File: config.mk
export PLATFORM = sky130hd
export DESIGN_NAME = apm_osc_meas_ctrl
export DESIGN_NICKNAME = d
export VERILOG_FILES = /design/src/rtl/apm_osc_meas_ctrl.sv
export SDC_FILE = /design/constraint.sdc
export NUM_CORES = 1
export LEC_CHECK = 0
export ABC_CLOCK_PERIOD_IN_PS = 5700
export CELL_PAD_IN_SITES_DETAIL_PLACEMENT = 0
export CELL_PAD_IN_SITES_GLOBAL_PLACEMENT = 1
export CORE_MARGIN = 10
export CORE_UTILIZATION = 43
export CTS_CLUSTER_DIAMETER = 60
export DETAILED_ROUTE_END_ITERATION = 10
export PLACE_DENSITY = 0.88
export SLEW_MARGIN = 0
export SYNTH_ARGS = -nofsm -noshare
export SYNTH_HDL_FRONTEND = slang
export SYNTH_SLANG_ARGS = --single-unit
File: constraint.sdc
create_clock -name clk -period 5.7 [get_ports clk]
set_input_delay 1.425 -clock clk [delete_from_list [all_inputs] [get_ports clk]]
set_output_delay 1.425 -clock clk [all_outputs]
set_load 0.1 [all_outputs]
File: src/rtl/apm_osc_meas_ctrl.sv
// APM oscillator measurement sequencer: sweeps a channel mask, counts oscillator edges per window.
// Optional min/max result tracking is compiled in with APM_MINMAX_TRACK_EN.
module apm_osc_meas_ctrl #(
  parameter int N_CH       = 16,
  parameter int CNT_W      = 16,
  parameter int WIN_W      = 16,
  parameter int SETTLE_CYC = 8
) (
  input  logic             clk,
  input  logic             rst,
  input  logic             start,
  input  logic [N_CH-1:0]  ch_mask,
  input  logic [WIN_W-1:0] win_cycles,
  input  logic [1:0]       xtor_sel,
  input  logic [3:0]       vdac_sel,
  input  logic             apm_osc_in,
  output logic             apm_en_osc,
  output logic             apm_en_sensor,
  output logic [3:0]       apm_mux_sel,
  output logic [1:0]       apm_xtor_sel,
  output logic [3:0]       apm_vdac_sel,
  output logic             busy,
  output logic             res_valid,
  input  logic             res_ready,
  output logic [3:0]       res_ch,
  output logic [CNT_W-1:0] res_count,
  output logic             res_ovf,
  output logic             done
`ifdef APM_MINMAX_TRACK_EN
  ,
  output logic [CNT_W-1:0] min_count,
  output logic [CNT_W-1:0] max_count,
  output logic [3:0]       min_ch,
  output logic [3:0]       max_ch
`endif
);

  // state  | meaning
  // IDLE   | waiting for start
  // SETTLE | oscillator enabled, counter held at 0 for SETTLE_CYC cycles
  // MEAS   | counting synchronised oscillator edges for the window
  // HOLD   | result presented, waiting for res_ready
  // FIN    | one-cycle done pulse, back to IDLE

  localparam int SET_W = $clog2(SETTLE_CYC + 1);
  localparam int TMR_W = (WIN_W > SET_W) ? WIN_W : SET_W;
  localparam logic [TMR_W-1:0] TMR_ONE  = 1;
  localparam logic [TMR_W-1:0] SET_LOAD = TMR_W'(SETTLE_CYC - 1);
  localparam logic [WIN_W-1:0] WIN_ONE  = 1;
  localparam logic [N_CH-1:0]  MASK_ONE = 1;
  localparam logic [CNT_W-1:0] CNT_ONE  = 1;
  localparam logic [CNT_W-1:0] CNT_MAX  = '1;

  typedef enum logic [2:0] {
    S_IDLE,
    S_SETTLE,
    S_MEAS,
    S_HOLD,
    S_FIN
  } state_t;

  state_t state_q, state_nxt;

  logic [TMR_W-1:0] tmr_q;
  logic [WIN_W-1:0] win_q;
  logic [N_CH-1:0]  pend_q;
  logic [3:0]       ch_q;
  logic [CNT_W-1:0] cnt_q;
  logic             ovf_q;
  logic             osc_s1_q, osc_s2_q, osc_s3_q;
  logic             en_osc_q, en_sensor_q;
  logic [1:0]       xtor_q;
  logic [3:0]       vdac_q;

  logic             tmr_tc;
  logic             start_ok;
  logic             accept;
  logic             enter_settle;
  logic             enter_meas;
  logic             osc_edge;
  logic [TMR_W-1:0] win_load;

  function automatic logic [3:0] low_idx(input logic [N_CH-1:0] m);
    logic [3:0] idx;
    idx = '0;
    for (int i = N_CH - 1; i >= 0; i--) begin
      if (m[i]) idx = 4'(i);
    end
    return idx;
  endfunction

  assign tmr_tc       = (tmr_q == '0);
  assign start_ok     = (state_q == S_IDLE) && start;
  assign accept       = (state_q == S_HOLD) && res_ready;
  assign enter_settle = (state_q != S_SETTLE) && (state_nxt == S_SETTLE);
  assign enter_meas   = (state_q == S_SETTLE) && (state_nxt == S_MEAS);
  assign osc_edge     = osc_s2_q & ~osc_s3_q;
  // A zero window is stretched to one cycle.
  assign win_load     = (win_q == '0) ? '0 : TMR_W'(win_q - WIN_ONE);

  always_ff @(posedge clk or posedge rst) begin
    if (rst) state_q <= S_IDLE;
    else     state_q <= state_nxt;
  end

  always_comb begin
    state_nxt = state_q;
    case (state_q)
      S_IDLE: begin
        if (start) state_nxt = (ch_mask == '0) ? S_FIN : S_SETTLE;
      end
      S_SETTLE: begin
        if (tmr_tc) state_nxt = S_MEAS;
      end
      S_MEAS: begin
        if (tmr_tc) state_nxt = S_HOLD;
      end
      S_HOLD: begin
        if (res_ready) state_nxt = (pend_q != '0) ? S_SETTLE : S_FIN;
      end
      S_FIN:   state_nxt = S_IDLE;
      default: state_nxt = S_IDLE;
    endcase
  end

  // Sequencing datapath: configuration capture, channel walk, phase timer.
  always_ff @(posedge clk or posedge rst) begin
    if (rst) begin
      tmr_q       <= '0;
      win_q       <= '0;
      pend_q      <= '0;
      ch_q        <= '0;
      xtor_q      <= '0;
      vdac_q      <= '0;
      en_osc_q    <= 1'b0;
      en_sensor_q <= 1'b0;
    end else begin
      if (start_ok) begin
        win_q  <= win_cycles;
        xtor_q <= xtor_sel;
        vdac_q <= vdac_sel;
        ch_q   <= low_idx(ch_mask);
        pend_q <= ch_mask & (ch_mask - MASK_ONE);
      end else if (accept && (pend_q != '0)) begin
        ch_q   <= low_idx(pend_q);
        pend_q <= pend_q & (pend_q - MASK_ONE);
      end

      if (enter_settle)      tmr_q <= SET_LOAD;
      else if (enter_meas)   tmr_q <= win_load;
      else if (!tmr_tc)      tmr_q <= tmr_q - TMR_ONE;

      // Macro enables are registered so the analog pins never see decode glitches.
      en_osc_q    <= (state_nxt == S_SETTLE) || (state_nxt == S_MEAS);
      en_sensor_q <= (state_nxt == S_SETTLE) || (state_nxt == S_MEAS) ||
                     (state_nxt == S_HOLD);
    end
  end

  // Oscillator is asynchronous: two-flop synchroniser followed by an edge-detect flop.
  always_ff @(posedge clk or posedge rst) begin
    if (rst) begin
      osc_s1_q <= 1'b0;
      osc_s2_q <= 1'b0;
      osc_s3_q <= 1'b0;
    end else begin
      osc_s1_q <= apm_osc_in;
      osc_s2_q <= osc_s1_q;
      osc_s3_q <= osc_s2_q;
    end
  end

  // Only edges detected while in MEAS are counted; anything earlier in the pipe is dropped.
  always_ff @(posedge clk or posedge rst) begin
    if (rst) begin
      cnt_q <= '0;
      ovf_q <= 1'b0;
    end else if (enter_settle) begin
      cnt_q <= '0;
      ovf_q <= 1'b0;
    end else if ((state_q == S_MEAS) && osc_edge) begin
      if (cnt_q == CNT_MAX) ovf_q <= 1'b1;
      else                  cnt_q <= cnt_q + CNT_ONE;
    end
  end

`ifdef APM_MINMAX_TRACK_EN
  logic seen_q;

  // Results arrive in ascending channel order, so strict compares keep the lower channel on ties.
  always_ff @(posedge clk or posedge rst) begin
    if (rst) begin
      seen_q    <= 1'b0;
      min_count <= '0;
      max_count <= '0;
      min_ch    <= '0;
      max_ch    <= '0;
    end else if (start_ok) begin
      seen_q    <= 1'b0;
      min_count <= '0;
      max_count <= '0;
      min_ch    <= '0;
      max_ch    <= '0;
    end else if (accept) begin
      seen_q <= 1'b1;
      if (!seen_q || (cnt_q < min_count)) begin
        min_count <= cnt_q;
        min_ch    <= ch_q;
      end
      if (!seen_q || (cnt_q > max_count)) begin
        max_count <= cnt_q;
        max_ch    <= ch_q;
      end
    end
  end
`endif

  assign apm_en_osc    = en_osc_q;
  assign apm_en_sensor = en_sensor_q;
  assign apm_mux_sel   = ch_q;
  assign apm_xtor_sel  = xtor_q;
  assign apm_vdac_sel  = vdac_q;
  assign busy          = (state_q == S_SETTLE) || (state_q == S_MEAS) || (state_q == S_HOLD);
  assign res_valid     = (state_q == S_HOLD);
  assign res_ch        = ch_q;
  assign res_count     = cnt_q;
  assign res_ovf       = ovf_q;
  assign done          = (state_q == S_FIN);

endmodule

==> results.yml, run 1 <==
logic_synthesis:
  syn_avg_cell_area_um2: 8.64
  synth_top_area_share_pct: 44.7
  syn_nets: 579
  synth_edf_count: 0
  syn_inst: 532
  ys_types: 54
  ys_seq_elements: 82
  synthArstFlopShare_pct: 100
  synth-main-ff-cell: "dfrtp_1"
  synth_top_area_cell: "dfrtp_1"
  synth_warnings: 0
  synthTopCellsByArea: "dfrtp_1 45%, nand2_1 8.4%, nor2_1 3.7%, a21oi_1 3.6%, xor2_1 3.4%"
  synth_area_um2: 4600
  ys_seq_area_share_pct: 44.7
setup_path:
  max_stage_delay_ps: 1160
  critPathSlowestCell: "clkdlybuf4s50_1"
  cp.arrival_ps: 2330
  reg2reg_slack_ps: 2920
  r2r-start: "tmr_q[8]"
  crit_start: "state_q[2]"
  cp-end-kind: "primary output"
  cp.required_ps: 4280
  critPathKind: "register to primary output"
  crit_fanout: 11
  cp_cell_sequence: "and3b_1 > clkdlybuf4s50_1"
  startpoint_type: "register"
finish:
  layout_common_cells: "103 x nand2_1, 82 x dfrtp_1, 78 x clkdlybuf4s50_1"
  fin_nets: 652
  postLayoutCellArea_um2: 5720
  area_growth_syn_to_layout_pct: 24.4
  final_cells: 746
  drive_above_1_share_pct: 5.08
  multi_input_area_um2: 2400
  regArea_um2: 2050
  layout_commonest_cell: "nand2_1"
  diodes: 0
  fill_cells: 980
status:
  status: "finished clean"
route:
  routed_wirelength_um: 12100
  dr_total_vias: 4227
  firstDrtPassIters: 5
  wl_per_cell_um: 16.3
  ant_nets: 0
  drt_iter0_drc: 251
  viasPerCell: 5.67
  drt_drc_violations_left: 0
sta:
  slew_headroom_pct: 33.2
  tightest_slew_ps: 993
  max_freq_ghz: 0.266
  drv_slew: 0
  hold_viol_final: 0
  rsz0062_at_grt: "no"
  fin_crit_ps: 3760
  post-route-period-util_pct: 65.9
  finalClockSkew_ps: 12.0
  totalNegativeSetupSlack_ps: 0
  finalSetupViolations: 0
cts:
  post_cts_buffers: 0
  cts_resized: 0
  hold_buffers: 0
  cts_tree: "built"
  ctsLongestPathBuffers: 2
  htreeDepth: 3
  cts_sinks: 82
  clk_latency_ps: 360
  clockRootBuffer: "clkbuf_8"
  cts_inserted_buffers: 9
  path_clk_slew_ps: 90
grt:
  antenna_found_initial: 0
  grt_use_total_pct: 16.3
  grt_pass1_vias: 4032
  grt_max_degree: 51
  grt_overflow: 0
  grt_pass1_wl_um: 19900
floorplan:
  chipWidth_um: 123
  initial_core_util_pct: 44.3
  rows: 37
  pin_count: 79
  core_um2: 10400
  die_y_um: 123
  die_area_um2: 15200
placed_design:
  globalplace.congestion: 0.861
  hpwl_um: 8930
  dp.cells: 730
  postPlaceCellArea_um2: 5490
  io_buffers: 78
pwr:
  p_per_area_nw_per_um2: 501
  p_total_w: 0.00286
  peakVddDrop_v: 0.000382
  leakagePower_nw: 2.38
job:
  drv_cap: 0
min_path:
  hold_class: "register to register"
  hp-start: "osc_s1_q"
## cells in the mapped netlist (all sizes together), types with 2 or more instances
cell / instances
nand3: 22
o31ai: 6
a21oi: 33
nor3: 22
ha: 4
and4: 2
a211oi: 5
xor2: 18
o311a: 2
mux2i: 2
nor4: 21
and3: 2
nand4: 10
buf: 6
clkbuf: 14
nor3b: 4
o22ai: 2
o311ai: 6
and2: 4
nor2: 46
nand2b: 2
o211a: 2
or3b: 2
or4: 8
a311oi: 2
xnor2: 15
o41ai: 7
dfrtp: 82
or3: 12
nand2: 103
o211ai: 4
nand3b: 5
o21ai: 27
nor2b: 2
inv: 15
o21bai: 2
## state kept, by name (all words and copies together) (netlist names), 2 cells and up
name / flops
apm_xtor_sel: 2
state_q: 3
apm_vdac_sel: 4
res_count: 16
apm_mux_sel: 4
tmr_q: 16
win_q: 16
pend_q: 15
## cells by family after synthesis
kind of cell / share of synthesized area, %
compound gates: 14.9
xor+xnor: 6.29
fa+ha+maj: 1.09
buf+inv: 3.24
flops: 44.7
mux: 0.436
simple gates: 29.4
## stage by stage
stage	hold WS, ps	util, %	setup slack, ps
floorplan	331	-	2170
global placement	335	53.0	1890
detailed placement	336	53.0	1840
CTS	365	55.1	1910
global route	382	55.1	1840
finish	364	55.1	1940
## layer usage
metal	vias up	share of wire [%]	GRT usage, %
met2	115	50	26.5
met3	9	4.0	3.28
met5	-	0	0
li1	2076	-	-
met1	2027	45	21.2
met4	0	1.1	5.24
## where the power goes
group          total (W)  internal (W)  switching, W
sequential       0.00101      0.000771      0.000238
clock           0.000478      0.000259      0.000219
combinational    0.00138      0.000436      0.000940
total            0.00286       0.00147       0.00140
## critical path, delay by kind of cell (launching register included)
family	cells	cell delay, ps
buffers and inverters	1	1160
flip-flops	1	500
AND/OR/NAND/NOR	1	310
## layout make-up
type                            count  area share (%)
Inverter                           15            1.01
Tap cell                          136            2.98
Clock buffer                       10            2.41
Sequential cell                    82            35.9
Multi-Input combinational cell    415            42.0
Clock inverter                      6            1.55
Timing Repair Buffer               82            14.2
## path summary, 6_finish.rpt
check / depth (start not counted) / endpoint
setup reg to reg: 6 / tmr_q[15]
setup / recovery: 2 / res_valid
hold reg to reg: 0 / osc_s2_q
hold / removal: 0 / osc_s2_q
max in group asynchronous: 3 / tmr_q[7]
min in group asynchronous: 2 / win_q[5]
Note: power is estimated with default switching activity, not from simulation.
==> run 2, diff against run 1 <==
--- a/config.mk
+++ b/config.mk
@@ -5,14 +5,14 @@
 export SDC_FILE = /design/constraint.sdc
 export NUM_CORES = 1
 export LEC_CHECK = 0
-export ABC_CLOCK_PERIOD_IN_PS = 5700
+export ABC_CLOCK_PERIOD_IN_PS = 3600
 export CELL_PAD_IN_SITES_DETAIL_PLACEMENT = 0
 export CELL_PAD_IN_SITES_GLOBAL_PLACEMENT = 1
 export CORE_MARGIN = 10
-export CORE_UTILIZATION = 43
+export CORE_UTILIZATION = 40
 export CTS_CLUSTER_DIAMETER = 60
 export DETAILED_ROUTE_END_ITERATION = 10
-export PLACE_DENSITY = 0.88
+export PLACE_DENSITY = 0.83
 export SLEW_MARGIN = 0
 export SYNTH_ARGS = -nofsm -noshare
 export SYNTH_HDL_FRONTEND = slang
==> constraint.sdc (replaced) <==
create_clock -name clk -period 3.6 [get_ports clk]
set_input_delay 0.9 -clock clk [delete_from_list [all_inputs] [get_ports clk]]
set_output_delay 0.9 -clock clk [all_outputs]
set_load 0.1 [all_outputs]
==> results.yml, run 2 (same netlist as run 1, synthesis figures left out) <==
route:
  ant_nets: 0
  routed_wirelength_um: 12300
  firstDrtPassIters: 5
  drt_iter0_drc: 246
  dr_total_vias: 4171
  drt_drc_violations_left: 0
  wl_per_cell_um: 16.3
  viasPerCell: 5.52
sta:
  drv_slew: 0
  holdWs_ps: 347
  slew_headroom_pct: 33.2
  finalClockSkew_ps: 6.65
  post-route-period-util_pct: 83.6
  hold_viol_final: 0
  totalNegativeSetupSlack_ps: 0
  max_freq_ghz: 0.332
  fin_crit_ps: 3010
  finalSetupViolations: 0
  setup_ws_ps: 591
  rsz0062_at_grt: "no"
  tightest_slew_ps: 993
setup_path:
  reg2reg_slack_ps: 810
  cp.required_ps: 3850
  cp.arrival_ps: 3250
  cp-end-kind: "register"
  crit_start: "ch_mask[5]"
  crit_fanout: 8
  startpoint_type: "input pin"
  r2r-start: "tmr_q[8]"
  critPathKind: "input pin to register"
finish:
  area_growth_syn_to_layout_pct: 24.9
  layout_commonest_cell: "nand2_1"
  drive_above_1_share_pct: 11.3
  layout_common_cells: "103 x nand2_1, 82 x dfrtp_1, 45 x nor2_1"
  diodes: 0
  fin_nets: 654
  final_cells: 755
floorplan:
  rows: 39
  initial_core_util_pct: 40.6
  die_area_um2: 16200
  chipWidth_um: 127
  pin_count: 79
  core_um2: 11300
  die_y_um: 127
grt:
  antenna_found_initial: 0
  grt_use_total_pct: 15.3
  grt_max_degree: 46
  grt_pass1_vias: 4193
  grt_pass1_wl_um: 20900
  grt_overflow: 0
cts:
  htreeDepth: 3
  ctsLongestPathBuffers: 2
  clockRootBuffer: "clkbuf_16"
  cts_tree: "built"
  clk_latency_ps: 340
  hold_buffers: 0
  cts_inserted_buffers: 9
  post_cts_buffers: 0
  cts_resized: 0
  cts_sinks: 82
  path_clk_slew_ps: 60
placed_design:
  hpwl_um: 9070
  io_buffers: 78
  post-place-ws_ps: 257
  globalplace.congestion: 0.854
  dp.cells: 739
min_path:
  hp-start: "osc_s1_q"
  hold_class: "register to register"
pwr:
  p_total_w: 0.00469
  p_per_area_nw_per_um2: 817
  peakVddDrop_v: 0.000927
  leakagePower_nw: 2.48
status:
  status: "finished clean"
job:
  drv_cap: 0
[run 2: changes by cell type in the layout (fill, tap and decap cells not counted)]
| cell | change |
|---|---|
| clkdlybuf4s50_1 | -36 |
| clkinv_4 | +2 |
| buf_4 | +38 |
| bufinv_16 | -1 |
| inv_6 | -1 |
| clkinv_2 | -1 |
| clkbuf_8 | -8 |
| clkbuf_16 | +9 |
[run 2: worst max-delay path, cell delays in order]
cell	delay [ps]
clkdlybuf4s50_1	520
nor4_1	510
nand4_1	270
a22oi_1	410
a221o_1	270
o21ai_1	150
a311oi_2	220
[run 2: layer usage]
layer | track usage (%) | up-vias | wire length, um
li1 | - | 2067 | -
met1 | 20.7 | 1989 | 5950
met2 | 23.2 | 102 | 5520
met3 | 4.18 | 13 | 694
met4 | 5.02 | 0 | 164
met5 | 0 | - | 0
[run 2: worst paths after layout]
path / endpoint / depth (start not counted)
worst min-delay path: osc_s2_q / 0
min in group asynchronous: osc_s1_q / 2
max in group asynchronous: apm_xtor_sel[0] / 3
worst max register to register: res_count[11] / 6
worst min register to register: osc_s2_q / 0
worst max-delay path: tmr_q[13] / 7
[run 2: area by class of cell]
class                           instances  area [um^2]
Fill cell                            1116         5580
Multi-Input combinational cell        415         2400
Sequential cell                        82         2050
Timing Repair Buffer                   84          736
Clock buffer                           11          253
Tap cell                              143          179
Clock inverter                          5         62.6
Inverter                               15         57.6
[run 2: through the flow]
step / util [%] / area (um^2)
after global placement: 47.9 / 5430
after floorplan: - / 4600
after global routing: 50.7 / 5740
final: 50.7 / 5740
after CTS: 50.7 / 5740
after detailed placement: 47.9 / 5430
[run 2: report_power, final]
group          total (W)  switching, W  internal (W)
Sequential       0.00160      0.000373       0.00122
Clock           0.000962      0.000385      0.000578
Combinational    0.00213       0.00147      0.000661
